`src/rtl/pid_controller_param.sv`:
```
// pid_controller_param: parametrised PID controller with programmable
// fixed-point gains, a saturating integrator, a valid/ready sample handshake
// and an output saturation flag. One sample is processed every five cycles
// through IDLE -> ERR -> TERMS -> SUM -> OUT.
// Optional feature macro: PID_DERIV_EN. When it is defined, the derivative
// path and the prev_error register are built. When it is undefined, the
// d term is zero and Kd is writable but has no effect.
module pid_controller_param #(
  parameter int DATA_W  = 8,
  parameter int GAIN_W  = 8,
  parameter int FRAC_W  = 4,
  parameter int ACC_W   = 16,
  parameter int KP_INIT = 32,
  parameter int KI_INIT = 0,
  parameter int KD_INIT = 0
) (
  input  logic              clk,
  input  logic              rst,
  input  logic              in_valid,
  output logic              in_ready,
  input  logic [DATA_W-1:0] setpoint,
  input  logic [DATA_W-1:0] feedback,
  input  logic              cfg_we,
  input  logic [1:0]        cfg_addr,
  input  logic [GAIN_W-1:0] cfg_data,
  output logic [DATA_W-1:0] control_out,
  output logic              out_valid,
  output logic              sat
);

  // Error, derivative and integrator-sum widths.
  localparam int E_W   = DATA_W + 1;
  localparam int D_W   = DATA_W + 2;
  localparam int IS_W  = ((ACC_W > E_W) ? ACC_W : E_W) + 1;
  // Widest signed operand of a gain product. The extra bits leave headroom
  // for the gain sign bit and for the sum of three products.
  localparam int OP_W  = (ACC_W > D_W) ? ACC_W : D_W;
  localparam int SUM_W = GAIN_W + 1 + OP_W + 2;

  localparam logic signed [IS_W-1:0]  I_MAX = (IS_W'(1) <<< (ACC_W - 1)) - IS_W'(1);
  localparam logic signed [IS_W-1:0]  I_MIN = -I_MAX;
  localparam logic signed [SUM_W-1:0] U_MAX = (SUM_W'(1) <<< DATA_W) - SUM_W'(1);

  typedef enum logic [2:0] {
    S_IDLE  = 3'd0,
    S_ERR   = 3'd1,
    S_TERMS = 3'd2,
    S_SUM   = 3'd3,
    S_OUT   = 3'd4
  } state_e;

  state_e state_q;

  // Programmable gains, written through the configuration port.
  logic [GAIN_W-1:0] kp_q, ki_q, kd_q;
  // Working copies captured at accept.
  logic [GAIN_W-1:0] kp_w_q, ki_w_q, kd_w_q;
  logic [DATA_W-1:0] sp_w_q, fb_w_q;

  logic signed [E_W-1:0]   e_q, e_d;
  logic signed [ACC_W-1:0] integ_q, integ_d;
  logic signed [D_W-1:0]   d_q;
  logic signed [IS_W-1:0]  integ_sum;
  logic signed [SUM_W-1:0] acc_d, u_full;
  logic [DATA_W-1:0]       u_q, u_d;
  logic                    clamp_q, clamp_d;

  logic [DATA_W-1:0]       control_out_q;
  logic                    out_valid_q, sat_q;

  logic clear_integ;
  assign clear_integ = cfg_we && (cfg_addr == 2'd3);

`ifdef PID_DERIV_EN
  logic signed [E_W-1:0] prev_q;
  logic signed [D_W-1:0] d_d;
`else
  assign d_q = '0;
`endif

  // Datapath arithmetic for the ERR, TERMS and SUM steps.
  always_comb begin
    // NOTE: every variable written here gets a default first, so no path can leave it unassigned and infer a latch.
    e_d       = $signed({1'b0, sp_w_q}) - $signed({1'b0, fb_w_q});

    integ_sum = IS_W'(integ_q) + IS_W'(e_q);
    if (integ_sum > I_MAX) begin
      integ_d = ACC_W'(I_MAX);
    end else if (integ_sum < I_MIN) begin
      integ_d = ACC_W'(I_MIN);
    end else begin
      integ_d = ACC_W'(integ_sum);
    end

`ifdef PID_DERIV_EN
    d_d = D_W'(e_q) - D_W'(prev_q);
`endif

    acc_d  = SUM_W'($signed({1'b0, kp_w_q})) * SUM_W'(e_q)
           + SUM_W'($signed({1'b0, ki_w_q})) * SUM_W'(integ_q)
           + SUM_W'($signed({1'b0, kd_w_q})) * SUM_W'(d_q);
    u_full = acc_d >>> FRAC_W;

    u_d     = u_full[DATA_W-1:0];
    clamp_d = 1'b0;
    if (u_full < 0) begin
      u_d     = '0;
      clamp_d = 1'b1;
    end else if (u_full > U_MAX) begin
      u_d     = '1;
      clamp_d = 1'b1;
    end
  end

  // Gain registers: a write lands at the clock edge. A working copy captured
  // at the same edge still sees the old value.
  always_ff @(posedge clk or posedge rst) begin
    if (rst) begin
      kp_q <= GAIN_W'(KP_INIT);
      ki_q <= GAIN_W'(KI_INIT);
      kd_q <= GAIN_W'(KD_INIT);
    end else if (cfg_we) begin
      case (cfg_addr)
        2'd0:    kp_q <= cfg_data;
        2'd1:    ki_q <= cfg_data;
        2'd2:    kd_q <= cfg_data;
        default: ;
      endcase
    end
  end

  // Sequencer and pipeline state: one sample walks the five states.
  // Outputs are registered in OUT.
  always_ff @(posedge clk or posedge rst) begin
    if (rst) begin
      state_q       <= S_IDLE;
      kp_w_q        <= '0;
      ki_w_q        <= '0;
      kd_w_q        <= '0;
      sp_w_q        <= '0;
      fb_w_q        <= '0;
      e_q           <= '0;
      integ_q       <= '0;
      u_q           <= '0;
      clamp_q       <= 1'b0;
      control_out_q <= '0;
      out_valid_q   <= 1'b0;
      sat_q         <= 1'b0;
`ifdef PID_DERIV_EN
      d_q           <= '0;
      prev_q        <= '0;
`endif
    end else begin
      // NOTE: state uses non-blocking assignments, so every right-hand side reads the pre-edge value.
      out_valid_q <= 1'b0;
      case (state_q)
        S_IDLE: begin
          if (in_valid) begin
            sp_w_q  <= setpoint;
            fb_w_q  <= feedback;
            kp_w_q  <= kp_q;
            ki_w_q  <= ki_q;
            kd_w_q  <= kd_q;
            state_q <= S_ERR;
          end
        end
        S_ERR: begin
          e_q     <= e_d;
          state_q <= S_TERMS;
        end
        S_TERMS: begin
          integ_q <= integ_d;
`ifdef PID_DERIV_EN
          d_q     <= d_d;
`endif
          state_q <= S_SUM;
        end
        S_SUM: begin
          u_q     <= u_d;
          clamp_q <= clamp_d;
          state_q <= S_OUT;
        end
        S_OUT: begin
          control_out_q <= u_q;
          sat_q         <= clamp_q;
          out_valid_q   <= 1'b1;
`ifdef PID_DERIV_EN
          prev_q        <= e_q;
`endif
          state_q       <= S_IDLE;
        end
        default: state_q <= S_IDLE;
      endcase
      // NOTE: this is the last assignment to integ_q in the block, so a clear in the TERMS cycle overrides the update.
      if (clear_integ) begin
        integ_q <= '0;
      end
    end
  end

  assign in_ready    = (state_q == S_IDLE);
  assign control_out = control_out_q;
  assign out_valid   = out_valid_q;
  assign sat         = sat_q;

endmodule

```
`config.mk`:
```
export PLATFORM = sky130hd
export DESIGN_NAME = pid_controller_param
export DESIGN_NICKNAME = d
export VERILOG_FILES = /design/src/rtl/pid_controller_param.sv
export SDC_FILE = /design/constraint.sdc
export NUM_CORES = 1
export LEC_CHECK = 0
export ABC_CLOCK_PERIOD_IN_PS = 14130
export CORE_MARGIN = 1.5
export CORE_UTILIZATION = 65
export CTS_CLUSTER_SIZE = 28
export DETAILED_ROUTE_END_ITERATION = 8
export GPL_TIMING_DRIVEN = 1
export PLACE_DENSITY = 0.84
export REMOVE_ABC_BUFFERS = 1
export SLEW_MARGIN = 20
export SYNTH_ARGS = -nofsm -noshare
export SYNTH_HDL_FRONTEND = slang
export SYNTH_SLANG_ARGS = --single-unit
```
`constraint.sdc`:
```
create_clock -name clk -period 14.13 [get_ports clk]
set_input_delay 2.826 -clock clk [delete_from_list [all_inputs] [get_ports clk]]
set_output_delay 2.826 -clock clk [all_outputs]
set_load 0.1 [all_outputs]
```
==> metrics.md, run 1 <==
| Metric | Value |
|---|---|
| Hold Crit Class | flip-flop to flip-flop |
| Drc violations | 0 |
| Post-DRT Antenna Nets | 0 |
| Worst Path Arrival | 7760 ps |
| Clock tree buffer depth | 2 |
| Grt total ovfl | 0 |
| Clock Pin Slew Worst Setup and Hold Paths | 70 ps |
| Port Buf Inserts | 40 |
| Final WL | 27,400 um |
| Post-DP HPWL | 22,100 um |
| Pre-CTS WS | 6730 ps |
| CTS Root Buffer Type | clkbuf_16 |
| Max Clock Skew | 12.6 ps |
| Final min period | 7550 ps |
| Syn avg cell area | 9.53 um2 |
| Initial DRC count | 412 |
| Regs by FF count | integ_q x16, e_q x9 |
| Worst slew margin | 0.355 |
| Post-CTS setup buffer count | 0 |
| Tightest Pin Transition | 964 ps |
| Period utilization | 0.534 |
| Clk_lat worst skew | 360 ps |
| Initial antenna violation count | 0 |
| Largest net degree at the start of global routing | 74 |
| Setup_tns | 0 ps |
| CTS tree | built |
| Initial Util | 0.668 |
| Syn-to-layout area delta | 7.05% |
| Most frequent cells in the layout | inv_1, fa_1, nand2_1, ha_1, and2_1 |
| ANT cells | 0 |
| Final net count | 1,666 |
| Count of different cell masters after synthesis | 65 |
| Main flop type after synthesis | dfrtp_1 |
| Number of global-route vias before repair | 9,854 |
| Share of layout cells above drive strength 1 | 0.0712 |
| Vias per cell | 5.79 |
| Post-synth EDFFs | 0 |
| Drt pass-1 iters | 5 |
| Syn Inst Count | 1,324 |
| Setup ws final | 6580 ps |
| CP Capture Type | flip-flop |
| Final instance area | 13,500 um2 |
| First-pass GRT wire length | 46,300 um |
| Placed Instance Area | 13,200 um2 |
| Ys async rst share | 1.00 |
| Ranking of synthesized cells by area | fa_1, dfrtp_1, ha_1 |
| CTS sink count | 95 |
| Largest register FFs | 16 |
| Largest reg by FF count | integ_q |
| Startpoint Class | flip-flop |
| Die Height | 142 um |
| Run status | finished clean |
| CP Class | flip-flop to flip-flop |
| Row count | 50 |
| Max Fclk | 132 MHz |
| Gpl congestion | 0.905 |
| Mapped cell area | 12,600 um2 |
| Die Footprint | 20,300 um2 |
| WP data required | 14,330 ps |
| Register bit count reported by yosys | 95 |
| FILL cells | 1,377 |
| Gr usage total | 0.291 |
| Register area share after synthesis | 0.188 |
| Final hold viol count | 0 |
| Fin Hold WS | 502 ps |
| H-tree depth | 3 |
| Slew Viols, Final | 0 |
| Max Cap Viol | 0 |
| Vias post-DR | 9,231 |
| Yosys top cell area share | 0.289 |
| Final setup vio count | 0 |
| Core Box Area | 18,900 um2 |
| Max FO, Critical Path | 19 |
| CTS resizes | 0 |
| Inserted Clock Buffers | 9 |
| Most common cell after layout, fill and taps aside | inv_1 |
| RSZ-0062 raised after global routing | no |
| Routed length per instance | 17.2 um |
| Syn. warnings | 0 |
| DIE WIDTH | 142 um |
| Hold-fix buffers, CTS | 0 |
| Io pins | 41 |
| Area leader, netlist | fa_1 |
## metal layers
| layer | wire (um) | vias up | part of all wire | global-route usage |
|---|---|---|---|---|
| met2 | 13700 | 288 | 0.50 | 0.508 |
| met5 | 0 | - | 0 | 0 |
| met1 | 11400 | 4628 | 0.41 | 0.361 |
| met3 | 1770 | 55 | 0.065 | 0.0649 |
| li1 | - | 4260 | - | - |
| met4 | 586 | 0 | 0.021 | 0.0922 |
## critical path, stage by stage, from the launching register on
cell and delay, ps:
dfrtp_1 910, inv_1 380, nor2_1 250, fa_1 450, inv_1 120, fa_1 440, fa_1 530, inv_1 50
fa_1 460, fa_1 540, inv_1 60, fa_1 530, inv_1 40, ha_1 370, nand3_1 160, or2_2 330
o221ai_1 370, mux2i_1 240, a21oi_1 80, a2111oi_0 490, and4_1 460, a31oi_1 130
## stage by stage
stage,instances,util
5_1_grt,1594,0.715
3_5_place_dp,1577,0.698
2_1_floorplan,1272,-
4_1_cts,1593,0.715
3_3_place_gp,1577,0.698
6_report,1594,0.715
## final timing paths
| path | start | end | slack, ps | cells after the start |
|---|---|---|---|---|
| worst max register to register | e_q[8]$_DFFE_PP0P_ | u_q[4]$_DFFE_PP0P_ | 6580 | 21 |
| worst max-delay path | e_q[8]$_DFFE_PP0P_ | u_q[4]$_DFFE_PP0P_ | 6580 | 21 |
| worst min register to register | u_q[1]$_DFFE_PP0P_ | control_out[1]$_DFFE_PP0P_ | 500 | 1 |
| min in group asynchronous | rst | control_out[4]$_DFFE_PP0P_ | 2780 | 2 |
| worst min-delay path | u_q[1]$_DFFE_PP0P_ | control_out[1]$_DFFE_PP0P_ | 500 | 1 |
| max in group asynchronous | rst | integ_q[14]$_DFFE_PP0P_ | 10180 | 3 |
## logic make-up (layout without fill, tap and decap cells)
logic type / Yosys count / in the layout / synth area share
flip-flops: 95 / 95 / 0.188
adder cells (fa/ha/maj): 307 / 307 / 0.413
multiplexers: 50 / 50 / 0.0444
AND/OR/NAND/NOR: 361 / 361 / 0.145
buffers and inverters: 287 / 297 / 0.0860
XOR/XNOR: 36 / 36 / 0.0250
AO/OA/AOI/OAI: 188 / 188 / 0.0985
## final cells by class
| cell class | instances | area [um2] | share of cell area |
|---|---|---|---|
| clock buffers | 9 | 225 | 0.0167 |
| clock inverters | 7 | 95.1 | 0.00704 |
| inverters | 235 | 885 | 0.0655 |
| multi-input cells | 942 | 9160 | 0.678 |
| flip-flops and latches | 95 | 2380 | 0.176 |
| well taps | 260 | 325 | 0.0241 |
| repair buffers | 46 | 445 | 0.0330 |
## synth_stat cells, types with 20 or more instances
master    number
mux2_2        48
o21ai_0       42
clkbuf_1      47
fa_1         182
inv_1        235
nand2_1      133
dfrtp_1       94
xnor2_1       22
nand3_1       20
a21oi_1       39
and2_1       112
ha_1         125
nor2_1        40
Power of run 1 is left out: the tool's default activity adds up to more than one toggle a clock period on the data nets, which glitch-free logic cannot reach.
==> run 2: changes to the inputs <==
--- a/config.mk
+++ b/config.mk
@@ -5,13 +5,13 @@
 export SDC_FILE = /design/constraint.sdc
 export NUM_CORES = 1
 export LEC_CHECK = 0
-export ABC_CLOCK_PERIOD_IN_PS = 14130
+export ABC_CLOCK_PERIOD_IN_PS = 7000
 export CORE_MARGIN = 1.5
-export CORE_UTILIZATION = 65
+export CORE_UTILIZATION = 64
 export CTS_CLUSTER_SIZE = 28
 export DETAILED_ROUTE_END_ITERATION = 8
 export GPL_TIMING_DRIVEN = 1
-export PLACE_DENSITY = 0.84
+export PLACE_DENSITY = 0.83
 export REMOVE_ABC_BUFFERS = 1
 export SLEW_MARGIN = 20
 export SYNTH_ARGS = -nofsm -noshare
==> constraint.sdc (replaced) <==
create_clock -name clk -period 7 [get_ports clk]
set_input_delay 1.4 -clock clk [delete_from_list [all_inputs] [get_ports clk]]
set_output_delay 1.4 -clock clk [all_outputs]
set_load 0.1 [all_outputs]
==> run 2 against run 1 <==
  * Clock skew grew 3.0 ps
  * Critical path type unchanged
  * Design area grew 0.56%
  * Core utilization shrank 1.5 points
  * Non-clock buffer count grew 8
  * Register-to-register slack lost 6300 ps
==> metrics.md, run 2 (same netlist as run 1, synthesis figures left out) <==
| Metric | Value |
|---|---|
| Io pins | 41 (unchanged) |
| Max Fclk | 149 MHz (+13%) |
| Vias post-DR | 9,169 (-0.67%) |
| FILL cells | 1,483 (+7.7%) |
| First-pass GRT wire length | 46,400 um (+0.10%) |
| Initial antenna violation count | 0 (unchanged) |
| ANT cells | 0 (unchanged) |
| Final hold viol count | 0 (unchanged) |
| Clock tree buffer depth | 2 (unchanged) |
| CP Class | flip-flop to flip-flop |
| Crit path launch | e_q[3]$_DFFE_PP0P_ |
| H-tree depth | 3 (unchanged) |
| Die Height | 143 um (+0.76%) |
| Final min period | 6700 ps (-850 ps) |
| Gpl congestion | 1.00 (+11%) |
| Regs by FF count | integ_q x16, e_q x9 |
| R2r setup slk | 300 ps (-6280 ps) |
| Core Box Area | 19,400 um2 (+2.7%) |
| Worst Path Arrival | 6920 ps (-840 ps) |
| Run status | finished clean |
| Grt total ovfl | 0 (unchanged) |
| Routed length per instance | 17.7 um (+3.2%) |
| Hold Crit Class | flip-flop to flip-flop |
| Max Cap Viol | 0 (unchanged) |
| R2r startpoint | e_q[3]$_DFFE_PP0P_ |
| Die Footprint | 20,600 um2 (+1.5%) |
| Post-DRT Antenna Nets | 0 (unchanged) |
| Max FO, Critical Path | 10 (-9) |
| Period utilization | 0.957 (+0.423) |
| Drc violations | 0 (unchanged) |
| Register area | 2380 um2 (+0.26%) |
| Reg2reg end | u_q[0]$_DFFE_PP0P_ |
| Most frequent cells in the layout | inv_1, fa_1, nand2_1, ha_1, and2_1 |
| Final WL | 28,500 um (+4.0%) |
| RSZ-0062 raised after global routing | no |
| Post-DP HPWL | 23,300 um (+5.1%) |
| Syn-to-layout area delta | 7.65% |
| CP endpoint | u_q[0]$_DFFE_PP0P_ |
| Slew Viols, Final | 0 (unchanged) |
| Drt pass-1 iters | 5 (unchanged) |
| Row count | 51 (+2.0%) |
| Final net count | 1,674 (+0.48%) |
| Startpoint Class | flip-flop |
| Vias per cell | 5.71 (-1.5%) |
| Max Clock Skew | 15.6 ps (+2.97 ps) |
| Inserted Clock Buffers | 9 (unchanged) |
| Gr usage total | 0.292 (+0.00114) |
| Tightest Pin Transition | 967 ps (+2.99 ps) |
| Initial DRC count | 515 (+25%) |
| Placed Instance Area | 13,300 um2 (+0.56%) |
| Largest net degree at the start of global routing | 74 (unchanged) |
| Setup_tns | 0 ps (unchanged) |
| Final setup vio count | 0 (unchanged) |
| Fin Hold WS | 505 ps (+2.94 ps) |
| DIE WIDTH | 143 um (+0.76%) |
| Clock Pin Slew Worst Setup and Hold Paths | 80 ps (about the same) |
| CP Capture Type | flip-flop |
| CTS sink count | 95 (unchanged) |
| Final instance area | 13,600 um2 (+0.56%) |
| CTS Root Buffer Type | clkbuf_16 |
| CTS tree | built |
| Clk_lat worst skew | 360 ps (about the same) |
| Area of the multi-input gates | 9180 um2 (+0.19%) |
| Worst slew margin | 0.353 (-0.00200) |
| Post-layout util | 0.701 (-0.0147) |
| Number of global-route vias before repair | 9,467 (-3.9%) |
| R2R depth | 20 (-4.8%) |
| Share of layout cells above drive strength 1 | 0.0835 (+0.0122) |
| Post-CTS setup buffer count | 0 (unchanged) |
| Port Buf Inserts | 40 (unchanged) |
| Largest register FFs | 16 (unchanged) |
| Initial Util | 0.651 (-0.0174) |
| Most common cell after layout, fill and taps aside | inv_1 |
| WP data required | 7220 ps (-7110 ps) |
| Largest reg by FF count | integ_q |
run 2: changes by cell type in the layout (fill, tap and decap cells not counted), moves of 2 or more:
cell / change
dfrtp_2: +5
inv_8: -2
dfrtp_1: -5
inv_6: +2
buf_4: +9
clkinv_4: -2
run 2: metal layers:
metal,up-vias,GRT usage,part of all wire
met2,326,0.498,0.49
met1,4524,0.381,0.42
met3,55,0.0540,0.067
met4,0,0.0859,0.027
met5,-,0,0
li1,4264,-,-
run 2: repair_timing:
action,4_1_cts,5_1_grt
gates resized for setup,0,10
endpoints found under the setup margin,0,9
hold buffers,0,0
run 2: layout make-up:
type / count / share of cell area
clock buffers: 10 / 0.0168
repair buffers: 54 / 0.0372
inverters: 235 / 0.0651
well taps: 265 / 0.0244
flip-flops and latches: 95 / 0.175
clock inverters: 6 / 0.00571
multi-input cells: 942 / 0.675
run 2: worst min-delay path by stage:
stage                      startpoint                          to  cells after the start
2_1_floorplan  state_q[2]$_DFFE_PP0P_      state_q[1]$_DFFE_PP0P_                      1
3_3_place_gp      ki_q[7]$_DFFE_PP0P_       ki_w_q[7]$_DFFE_PP0P_                      1
3_5_place_dp       u_q[5]$_DFFE_PP0P_  control_out[5]$_DFFE_PP0P_                      1
4_1_cts           ki_q[7]$_DFFE_PP0P_       ki_w_q[7]$_DFFE_PP0P_                      1
5_1_grt           ki_q[7]$_DFFE_PP0P_       ki_w_q[7]$_DFFE_PP0P_                      1
6_report          ki_q[7]$_DFFE_PP0P_       ki_w_q[7]$_DFFE_PP0P_                      1
run 2: worst max-delay path, stage by stage (launching register included):
cell       delay (ps)
dfrtp_1           560
and2_1            280
fa_1              480
inv_1              50
fa_1              500
fa_1              520
inv_1              50
fa_1              460
fa_1              540
inv_1              50
fa_1              520
inv_1              40
ha_1              360
nand3_1           220
or2_2             390
o221ai_2          260
mux2i_1           250
a21oi_1            90
a2111oi_0         400
and4_2            400
a31oi_1           110
run 2: through the flow:
step | setup slack, ps | instances
2_1_floorplan | 558 | 1272
3_3_place_gp | 444 | 1591
3_5_place_dp | 238 | 1591
4_1_cts | 212 | 1607
5_1_grt | 2.99 | 1607
6_report | 299 | 1607
Power of run 2 is left out for the same reason.
==> run 3: changes to the inputs <==
--- a/config.mk
+++ b/config.mk
@@ -6,7 +6,6 @@
 export NUM_CORES = 1
 export LEC_CHECK = 0
 export ABC_CLOCK_PERIOD_IN_PS = 7000
-export CORE_MARGIN = 1.5
 export CORE_UTILIZATION = 64
 export CTS_CLUSTER_SIZE = 28
 export DETAILED_ROUTE_END_ITERATION = 8
==> run 3 against run 2 <==
  * Critical path depth is the same
  * Clock skew shrank 9.0 ps
  * Sequential share of layout area is essentially flat
  * Register-to-register slack gained 160 ps
  * Flip-flop and latch count is the same
  * Via count shrank 0.32%
  * First-iteration DRC count grew 11%
  * Die area shrank 1.4%
  * Worst hold slack is essentially flat
==> metrics.md, run 3 (same netlist as run 1, synthesis figures left out) <==
| Metric | Value |
|---|---|
| Final hold viol count | 0 (unchanged) |
| First-pass GRT wire length | 46,300 um (-0.25%) |
| ANT cells | 0 (unchanged) |
| Routed length per instance | 17.2 um (-2.9%) |
| Setup_tns | 0 ps (unchanged) |
| Die Footprint | 20,300 um2 (-1.4%) |
| Period utilization | 0.935 (-0.0222) |
| Drc violations | 0 (unchanged) |
| Io pins | 41 (unchanged) |
| Max Fclk | 153 MHz (+2.4%) |
| H-tree depth | 3 (unchanged) |
| Vias post-DR | 9,140 (-0.32%) |
| Vias per cell | 5.69 (-0.25%) |
| Largest reg by FF count | integ_q |
| CTS sink count | 95 (unchanged) |
| Most frequent cells in the layout | inv_1, fa_1, nand2_1, ha_1, and2_1 |
| Core Box Area | 19,400 um2 (unchanged) |
| Grt total ovfl | 0 (unchanged) |
| Startpoint Class | flip-flop |
| Initial Util | 0.651 (unchanged) |
| WP data required | 7230 ps (about the same) |
| CTS Root Buffer Type | clkbuf_16 |
| Tightest Pin Transition | 961 ps (-6.69 ps) |
| Final setup vio count | 0 (unchanged) |
| Initial DRC count | 573 (+11%) |
| Clk_lat worst skew | 360 ps (about the same) |
| Syn-to-layout area delta | 7.47% |
| Share of layout cells above drive strength 1 | 0.0813 (-0.00217) |
| Inserted Clock Buffers | 9 (unchanged) |
| Port Buf Inserts | 40 (unchanged) |
| Clock Pin Slew Worst Setup and Hold Paths | 70 ps (about the same) |
| GR peak layer | met2 |
| Post-CTS setup buffer count | 0 (unchanged) |
| Largest register FFs | 16 (unchanged) |
| FILL cells | 1,529 (+3.1%) |
| Worst slew margin | 0.358 (+0.00447) |
| CTS tree | built |
| Initial antenna violation count | 0 (unchanged) |
| Run status | finished clean |
| Final min period | 6550 ps (-155 ps) |
| Worst Path Arrival | 6770 ps (-150 ps) |
| RSZ-0062 raised after global routing | no |
| Post-DRT Antenna Nets | 0 (unchanged) |
| Most common cell after layout, fill and taps aside | inv_1 |
| Final WL | 27,700 um (-3.0%) |
| Regs by FF count | integ_q x16, e_q x9 |
| Post-DP HPWL | 22,800 um (-2.1%) |
| Hold Crit Class | flip-flop to flip-flop |
| CTS resizes | 0 (unchanged) |
| Gr usage total | 0.294 (+0.00214) |
| GR Util met1 | 0.401 (+0.0197) |
| Max FO, Critical Path | 10 (unchanged) |
| Die Height | 142 um (-0.70%) |
| GR Layer Usage met2 | 0.493 (-0.00545) |
| Max Clock Skew | 6.65 ps (-8.95 ps) |
| Final net count | 1,673 (-0.060%) |
| DIE WIDTH | 142 um (-0.70%) |
| Gpl congestion | 1.00 (+0.34%) |
| Clock tree buffer depth | 2 (unchanged) |
| Number of global-route vias before repair | 9,381 (-0.91%) |
| Slew Viols, Final | 0 (unchanged) |
| Hold-fix buffers, CTS | 0 (unchanged) |
| Largest net degree at the start of global routing | 74 (unchanged) |
| Row count | 51 (unchanged) |
| CP Capture Type | flip-flop |
| Drt pass-1 iters | 5 (unchanged) |
| CP Class | flip-flop to flip-flop |
| Met3 Usage GRT | 0.0464 (-0.00755) |
| Max Cap Viol | 0 (unchanged) |
run 3: per-layer routing:
metal | vias to the layer above | wire, um | share of wire
li1 | 4262 | - | -
met1 | 4550 | 12100 | 0.44
met2 | 293 | 13400 | 0.48
met3 | 35 | 1750 | 0.063
met4 | 0 | 484 | 0.017
met5 | - | 0 | 0
run 3: final cells by class:
cell class / instances / area, um2 / area share
multi-input cells: 942 / 9170 / 0.676
flip-flops and latches: 95 / 2380 / 0.176
repair buffers: 53 / 498 / 0.0367
well taps: 265 / 332 / 0.0244
clock inverters: 6 / 62.6 / 0.00461
clock buffers: 10 / 239 / 0.0176
inverters: 235 / 885 / 0.0652
run 3: worst paths after layout:
kind	to	slack (ps)	startpoint	cells past startpoint
worst min-delay path	control_out[6]$_DFFE_PP0P_	500	u_q[6]$_DFFE_PP0P_	1
min in group asynchronous	control_out[3]$_DFFE_PP0P_	1350	rst	2
worst min register to register	control_out[6]$_DFFE_PP0P_	500	u_q[6]$_DFFE_PP0P_	1
worst max register to register	clamp_q$_DFFE_PP0P_	450	integ_q[3]$_DFFE_PP0P_	20
max in group asynchronous	ki_w_q[5]$_DFFE_PP0P_	4400	rst	3
worst max-delay path	clamp_q$_DFFE_PP0P_	450	integ_q[3]$_DFFE_PP0P_	20
run 3: metrics by stage:
| step | setup slack (ps) | std cells | util | area [um2] | hold WS [ps] |
|---|---|---|---|---|---|
| 6_report | 454 | 1606 | 0.699 | 13600 | 504 |
| 3_5_place_dp | 270 | 1590 | 0.683 | 13300 | 487 |
| 2_1_floorplan | 558 | 1272 | - | 12400 | 463 |
| 5_1_grt | 13.5 | 1606 | 0.699 | 13600 | 520 |
| 4_1_cts | 255 | 1606 | 0.699 | 13600 | 501 |
| 3_3_place_gp | 407 | 1590 | 0.683 | 13300 | 479 |
run 3: critical path: stages (launching register included):
cell,delay (ps)
dfrtp_1,520
and2_1,240
fa_1,550
inv_1,60
fa_1,490
inv_1,60
fa_1,500
fa_1,530
fa_1,550
inv_1,50
fa_1,520
inv_1,40
ha_1,370
nand4_1,150
or2_2,320
o22ai_1,340
o211ai_1,180
and3_1,200
a2111oi_0,240
and4_2,400
a31oi_1,110
Power of run 3 is left out for the same reason.
